## src/rtl/pll_mon_pkg.sv

```systemverilog
// Shared types and width helpers for the PLL lock monitor.
// Channel FSM encoding plus the counter-width function used for timer and filter sizing.
package pll_mon_pkg;

  typedef enum logic [1:0] {
    WAIT_LOCK = 2'd0,
    LOCKED    = 2'd1,
    LOST      = 2'd2,
    TIMEOUT   = 2'd3
  } chan_state_e;

  // Bits needed to hold values 0..v-1; never less than one bit.
  function automatic int clog2(input int v);
    int r;
    r = 0;
    for (int i = 0; i < 31; i++) begin
      if ((1 << i) < v) r = i + 1;
    end
    return (r < 1) ? 1 : r;
  endfunction

endpackage

```

## src/rtl/pll_lock_chan.sv

```systemverilog
// One monitored PLL: synchroniser, debounce filter, lock FSM with acquisition timer,
// sticky error flags and a saturating lock-loss counter.
//
// state     | meaning
// WAIT_LOCK | timer running, lock not yet accepted since reset/clr
// LOCKED    | debounced lock present
// LOST      | lock dropped after acceptance, timer running for reacquisition
// TIMEOUT   | lock not accepted in time, timer frozen
module pll_lock_chan
  import pll_mon_pkg::*;
#(
  parameter int SYNC_STAGES  = 2,
  parameter int FILT_CYCLES  = 4,
  parameter int LOCK_TIMEOUT = 100000,
  parameter int CNT_W        = 3
) (
  input  logic             clk,
  input  logic             rst_n,
  input  logic             pll_lock,
  input  logic             clr,
  output logic             lock_ok,
  output logic             lock_rise,
  output logic             err_loss,
  output logic             err_timeout,
  output logic [CNT_W-1:0] loss_cnt
);

  localparam int FILT_W  = clog2(FILT_CYCLES + 1);
  localparam int TIMER_W = clog2(LOCK_TIMEOUT);
  localparam logic [FILT_W-1:0]  FILT_MAX   = FILT_W'(FILT_CYCLES);
  localparam logic [TIMER_W-1:0] TIMER_LAST = TIMER_W'(LOCK_TIMEOUT - 1);
  localparam logic [CNT_W-1:0]   CNT_MAX    = '1;

  logic [SYNC_STAGES-1:0] sync_q, sync_d;
  logic [FILT_W-1:0]      filt_q, filt_d;
  logic                   lock_ok_q, lock_ok_d;
  chan_state_e            state_q, state_d;
  logic [TIMER_W-1:0]     timer_q, timer_d;
  logic                   lock_rise_q, lock_rise_d;
  logic                   err_loss_q, err_loss_d;
  logic                   err_timeout_q, err_timeout_d;
  logic [CNT_W-1:0]       loss_cnt_q, loss_cnt_d;
  logic                   s;

  assign s = sync_q[SYNC_STAGES-1];

  always_comb begin
    sync_d = {sync_q[SYNC_STAGES-2:0], pll_lock};
    filt_d = '0;
    if (s) filt_d = (filt_q == FILT_MAX) ? filt_q : filt_q + FILT_W'(1);
    // Gating with s makes lock_ok fall on the first low synced sample.
    lock_ok_d = s && (filt_q == FILT_MAX);
  end

  always_comb begin
    state_d       = state_q;
    timer_d       = timer_q;
    lock_rise_d   = 1'b0;
    err_loss_d    = err_loss_q;
    err_timeout_d = err_timeout_q;
    loss_cnt_d    = loss_cnt_q;

    if (clr) begin
      err_loss_d    = 1'b0;
      err_timeout_d = 1'b0;
      loss_cnt_d    = '0;
      timer_d       = '0;
      if (state_q == TIMEOUT) state_d = WAIT_LOCK;
    end

    // Events are applied after the clear so they win when both happen together.
    case (state_q)
      WAIT_LOCK, LOST: begin
        if (lock_ok_q) begin
          state_d     = LOCKED;
          timer_d     = '0;
          lock_rise_d = 1'b1;
        end else if (timer_q == TIMER_LAST) begin
          state_d       = TIMEOUT;
          err_timeout_d = 1'b1;
        end else if (!clr) begin
          timer_d = timer_q + TIMER_W'(1);
        end
      end
      LOCKED: begin
        if (!lock_ok_q) begin
          state_d    = LOST;
          timer_d    = '0;
          err_loss_d = 1'b1;
          if (clr) loss_cnt_d = CNT_W'(1);
          else if (loss_cnt_q != CNT_MAX) loss_cnt_d = loss_cnt_q + CNT_W'(1);
        end
      end
      TIMEOUT: begin
        if (lock_ok_q) begin
          state_d     = LOCKED;
          timer_d     = '0;
          lock_rise_d = 1'b1;
        end
      end
      default: state_d = WAIT_LOCK;
    endcase
  end

  always_ff @(posedge clk or negedge rst_n) begin
    if (!rst_n) begin
      sync_q        <= '0;
      filt_q        <= '0;
      lock_ok_q     <= 1'b0;
      state_q       <= WAIT_LOCK;
      timer_q       <= '0;
      lock_rise_q   <= 1'b0;
      err_loss_q    <= 1'b0;
      err_timeout_q <= 1'b0;
      loss_cnt_q    <= '0;
    end else begin
      sync_q        <= sync_d;
      filt_q        <= filt_d;
      lock_ok_q     <= lock_ok_d;
      state_q       <= state_d;
      timer_q       <= timer_d;
      lock_rise_q   <= lock_rise_d;
      err_loss_q    <= err_loss_d;
      err_timeout_q <= err_timeout_d;
      loss_cnt_q    <= loss_cnt_d;
    end
  end

  assign lock_ok     = lock_ok_q;
  assign lock_rise   = lock_rise_q;
  assign err_loss    = err_loss_q;
  assign err_timeout = err_timeout_q;
  assign loss_cnt    = loss_cnt_q;

endmodule

```

## src/rtl/pll_lock_monitor.sv

```systemverilog
// Lock supervisor for NCH PLL instances: one independent pll_lock_chan per input,
// plus the aggregate lock_all and registered err_any summary.
module pll_lock_monitor
  import pll_mon_pkg::*;
#(
  parameter int NCH          = 3,
  parameter int SYNC_STAGES  = 2,
  parameter int FILT_CYCLES  = 4,
  parameter int LOCK_TIMEOUT = 100000,
  parameter int CNT_W        = 3
) (
  input  logic                 clk,
  input  logic                 rst_n,
  input  logic [NCH-1:0]       pll_lock,
  input  logic                 clr,
  output logic [NCH-1:0]       lock_ok,
  output logic                 lock_all,
  output logic [NCH-1:0]       lock_rise,
  output logic [NCH-1:0]       err_loss,
  output logic [NCH-1:0]       err_timeout,
  output logic [NCH*CNT_W-1:0] loss_cnt,
  output logic                 err_any
);

  logic err_any_q, err_any_d;

  for (genvar i = 0; i < NCH; i++) begin : g_chan
    pll_lock_chan #(
      .SYNC_STAGES (SYNC_STAGES),
      .FILT_CYCLES (FILT_CYCLES),
      .LOCK_TIMEOUT(LOCK_TIMEOUT),
      .CNT_W       (CNT_W)
    ) u_chan (
      .clk        (clk),
      .rst_n      (rst_n),
      .pll_lock   (pll_lock[i]),
      .clr        (clr),
      .lock_ok    (lock_ok[i]),
      .lock_rise  (lock_rise[i]),
      .err_loss   (err_loss[i]),
      .err_timeout(err_timeout[i]),
      .loss_cnt   (loss_cnt[i*CNT_W +: CNT_W])
    );
  end

  always_comb begin
    err_any_d = |(err_loss | err_timeout);
  end

  always_ff @(posedge clk or negedge rst_n) begin
    if (!rst_n) err_any_q <= 1'b0;
    else        err_any_q <= err_any_d;
  end

  assign lock_all = &lock_ok;
  assign err_any  = err_any_q;

endmodule

```

## config.mk

```make
export PLATFORM = sky130hd
export DESIGN_NAME = pll_lock_monitor
export DESIGN_NICKNAME = d
export VERILOG_FILES = /design/src/rtl/pll_mon_pkg.sv /design/src/rtl/pll_lock_chan.sv /design/src/rtl/pll_lock_monitor.sv
export SDC_FILE = /design/constraint.sdc
export NUM_CORES = 1
export LEC_CHECK = 0
export ABC_AREA = 0
export CORE_ASPECT_RATIO = 0.5
export CORE_MARGIN = 1.5
export CORE_UTILIZATION = 32
export CTS_CLUSTER_DIAMETER = 150
export DETAILED_ROUTE_END_ITERATION = 8
export DONT_BUFFER_PORTS = 1
export SLEW_MARGIN = 25
export SYNTH_ARGS = -nofsm -noshare
export SYNTH_HDL_FRONTEND = slang
export SYNTH_HIERARCHICAL = 1
export SYNTH_SLANG_ARGS = --single-unit
export TNS_END_PERCENT = 30
```

## constraint.sdc

```tcl
create_clock -name clk -period 2.88 [get_ports clk]
set_input_delay 0.432 -clock clk [delete_from_list [all_inputs] [get_ports clk]]
set_output_delay 0.432 -clock clk [all_outputs]
set_load 0.02 [all_outputs]
```

==> Implementation_results.wiki <==
{| class="wikitable"
! Metric !! Value
|-
| Top fanout value on the critical path || 13
|-
| Setup clock skew after layout || 0.007383 ns
|-
| Number of gates resized after CTS || 0
|-
| H-Tree Depth || 3
|-
| Final-report max-slew violation count || 0
|-
| Cell row count || 32
|-
| Power consumption || 3.127 mW
|-
| Register clock-pin slew on the reported worst setup and hold paths || 0.07 ns
|-
| Arrival time at the worst endpoint || 2.27 ns
|-
| Top flip-flop cell by instance count after synthesis || sky130_fd_sc_hd__dfrtp_1
|-
| IO Count || 29
|-
| Worst-Margin Slew || 0.6120 ns
|-
| Setup TNS || 0 ns
|-
| Area enclosed by the die boundary || 16590 um^2
|-
| Post-Synthesis Mean Instance Area || 9.437 um^2
|-
| CTS tree || yes
|-
| Share of flip-flops with an asynchronous set or reset after synthesis || 100.0%
|-
| Post-synthesis share of cell area spent on and, or, nand and nor gates || 23.47%
|-
| Utilization of the core after routing || 35.81%
|-
| Final hold violation count || 5
|-
| Register area share after synthesis || 46.59%
|-
| Violations in the final reports || hold timing
|-
| Die Height || 91.82 um
|-
| Standard cell core area || 15410 um^2
|-
| Startpoint-to-endpoint class of the critical path || flip-flop to flip-flop
|-
| Portion of netlist area occupied by mux cells || 0.1983%
|-
| Final HPWL DP || 7045 um
|-
| Share of cells above drive strength 1 || 7.443%
|-
| Largest net degree at the start of global routing || 95
|-
| Clock buffer count from CTS || 9
|-
| Final clock period utilization by the worst path || 69.72%
|-
| Worst-skew pair later-pin latency || 0.34 ns
|-
| Synth Area in Compound Gates || 19.60%
|-
| Commonest non-fill, non-tap cell in the layout || sky130_fd_sc_hd__dfrtp_1
|-
| Number of max-capacitance violations reported || 0
|-
| Setup repair after global routing missed its margin || no
|-
| Maximum vdd drop || 0.2884 mV
|-
| Largest family of logic cells by synthesized area || simple AND/OR/NAND/NOR gates
|-
| Distinct cell type count of the synthesized netlist || 64
|-
| Final Routed Wirelength || 10590 um
|-
| Hold Slack || -0.001164 ns
|-
| Worst EP required || 3.15 ns
|-
| Number of instances in the synthesized netlist || 535
|-
| Mapped cell area || 5049 um^2
|-
| Initial antenna violation count || 0
|-
| Die Wd || 180.6 um
|-
| Setup WS post-layout || 0.8720 ns
|-
| Area growth syn-to-layout || 9.343%
|-
| Fillcell total || 1538
|-
| Overall overflow remaining after global route || 0
|-
| Min Clock Period, post-route || 2.008 ns
|-
| Xor/xnor cell area share of the yosys netlist || 1.388%
|-
| Highest-count cells in the layout ignoring fill and taps || 94 x sky130_fd_sc_hd__dfrtp_1, 59 x sky130_fd_sc_hd__o21ai_0, 42 x sky130_fd_sc_hd__nand2_1, 30 x sky130_fd_sc_hd__nand3_1, 28 x sky130_fd_sc_hd__nor2_1
|-
| Ratio of total power to cell area || 566.5 nW/um^2
|-
| Maximum cell stage delay along the critical path || 0.58 ns
|-
| Overall track demand over capacity in global routing || 13.55%
|-
| Leakage power figure || 2.294 nW
|-
| Quantity of hold-fixing buffers added after cts || 1
|-
| Number of detailed-route iterations in the first pass || 7
|-
| Synthesized flop and latch total || 94
|-
| First DRT Iteration DRCs || 309
|-
| Total clock sinks || 94
|-
| EDFF count, synth || 0
|-
| Number of antenna repair diodes || 0
|-
| Cell chosen for the clock root || sky130_fd_sc_hd__clkbuf_16
|-
| Detailed-route via count || 3971
|-
| Maximum number of buffers from clock root to sink || 2
|-
| Post-DRT Antenna Nets || 0
|-
| Via count of the first global-routing pass || 3634
|-
| Via/cell ratio || 5.455
|-
| Post-synthesis adder-cell area fraction || 3.717%
|-
| Buffers inserted during post-CTS setup optimization || 0
|-
| YS warnings || 6
|-
| Final setup violating endpoints || 0
|-
| Gp weighted congestion || 0.8112
|-
| I/O Buffers || 0
|-
| Setup WS pre-CTS || 0.8621 ns
|-
| Worst setup EP type || flip-flop
|-
| Worst Hold Class || input pin to asynchronous set/reset pin
|-
| Master of the slowest instance on the critical path || sky130_fd_sc_hd__or3_1
|-
| Synthesized netlist net count || 556
|-
| CP startpoint kind || flip-flop
|-
| Initial Utilization || 32.75%
|-
| Wire length of the first global-routing pass || 18400 um
|-
| Slew Limit Headroom || 58.86%
|-
| Fmax || 498.0 MHz
|-
| CP cell instances || or3_1, nor4_1, nor2_1, a31oi_1
|-
| Number of design rule violations left after detail routing || 0
|-
| Status || finished, violations left
|-
| Average detailed-routed wire length per instance || 14.54 um
|-
| Net count, final || 540
|}
[cell type report]
| class | instances | area [um^2] | share of cell area, % |
|---|---|---|---|
| Sequential cell | 94 | 2352 | 42.61 |
| Clock buffer | 10 | 229.0 | 4.148 |
| Tap cell | 204 | 255.2 | 4.624 |
| Timing Repair Buffer | 6 | 65.06 | 1.179 |
| Multi-Input combinational cell | 383 | 2442 | 44.24 |
| Clock inverter | 6 | 82.58 | 1.496 |
| Inverter | 25 | 93.84 | 1.700 |
[stage by stage]
step,cells,area [um^2]
finish,728,5520
global route,728,5520
CTS,728,5520
detailed placement,711,5181
global placement,711,5181
floorplan,535,5049
[power by group]
part | total, mW | internal (mW) | switching [mW]
Combinational | 0.347 | 0.156 | 0.191
Clock | 1.22 | 0.690 | 0.530
Sequential | 1.56 | 1.42 | 0.141
[cell usage after synthesis (8+ instances only)]
master,instances,area (um^2)
sky130_fd_sc_hd__o21ai_0,59,295.3
sky130_fd_sc_hd__nand3_1,30,150.1
sky130_fd_sc_hd__a31oi_1,22,137.6
sky130_fd_sc_hd__o211ai_1,11,82.58
sky130_fd_sc_hd__nand2_1,42,157.7
sky130_fd_sc_hd__a21oi_1,16,80.08
sky130_fd_sc_hd__nor3_1,10,50.05
sky130_fd_sc_hd__clkbuf_1,21,78.83
sky130_fd_sc_hd__ha_1,15,187.7
sky130_fd_sc_hd__and3_1,15,93.84
sky130_fd_sc_hd__nand4_1,18,112.6
sky130_fd_sc_hd__dfrtp_1,94,2352
sky130_fd_sc_hd__inv_1,25,93.84
sky130_fd_sc_hd__nor4_1,8,50.05
sky130_fd_sc_hd__nor2_1,28,105.1
[cell families (layout without fill, tap and decap cells)]
group / after synthesis / in the layout
multiplexers: 1 / 1
adder cells (fa/ha/maj): 15 / 15
AO/OA/AOI/OAI: 154 / 154
buffers and inverters: 58 / 47
AND/OR/NAND/NOR: 205 / 205
XOR/XNOR: 8 / 8
flip-flops: 94 / 94
[flip-flops by register name (all words and copies together), names as in the netlist]
name                       count
g_chan.u_chan/err_timeout      3
g_chan.u_chan/timer_q         51
g_chan.u_chan/loss_cnt         9
g_chan.u_chan/lock_rise        3
err_any                        1
g_chan.u_chan/sync_q           6
g_chan.u_chan/state_q          6
g_chan.u_chan/err_loss         3
g_chan.u_chan/lock_ok          3
g_chan.u_chan/filt_q           9
[path summary, 6_finish.rpt]
kind	startpoint	slack (ns)	end	cells after the start
worst min register to register	g_chan[1].u_chan/sync_q[0]	0.35	g_chan[1].u_chan/sync_q[1]	0
worst max register to register	g_chan[0].u_chan/lock_ok	0.87	g_chan[0].u_chan/timer_q[10]	4
worst max-delay path	g_chan[0].u_chan/lock_ok	0.87	g_chan[0].u_chan/timer_q[10]	4
min in group clk	pll_lock[0]	0.11	g_chan[0].u_chan/sync_q[0]	0
worst min-delay path	rst_n	-0.001	g_chan[1].u_chan/filt_q[0]	1
max in group asynchronous	rst_n	2.52	g_chan[1].u_chan/timer_q[8]	1
[routing by layer]
metal / wire length, um / track usage (%)
met5: 0 / 0
met3: 321 / 3.336
met4: 139 / 4.762
met1: 5216 / 18.18
met2: 4909 / 21.33
[critical path, delay by kind of cell, from the launching register on]
kind / cells / cell delay [ns]
and+or+nand+nor: 3 / 1.24
DFF: 1 / 0.54
AOI/OAI and AO/OA: 1 / 0.15
Power figures use the tool's default switching activity.
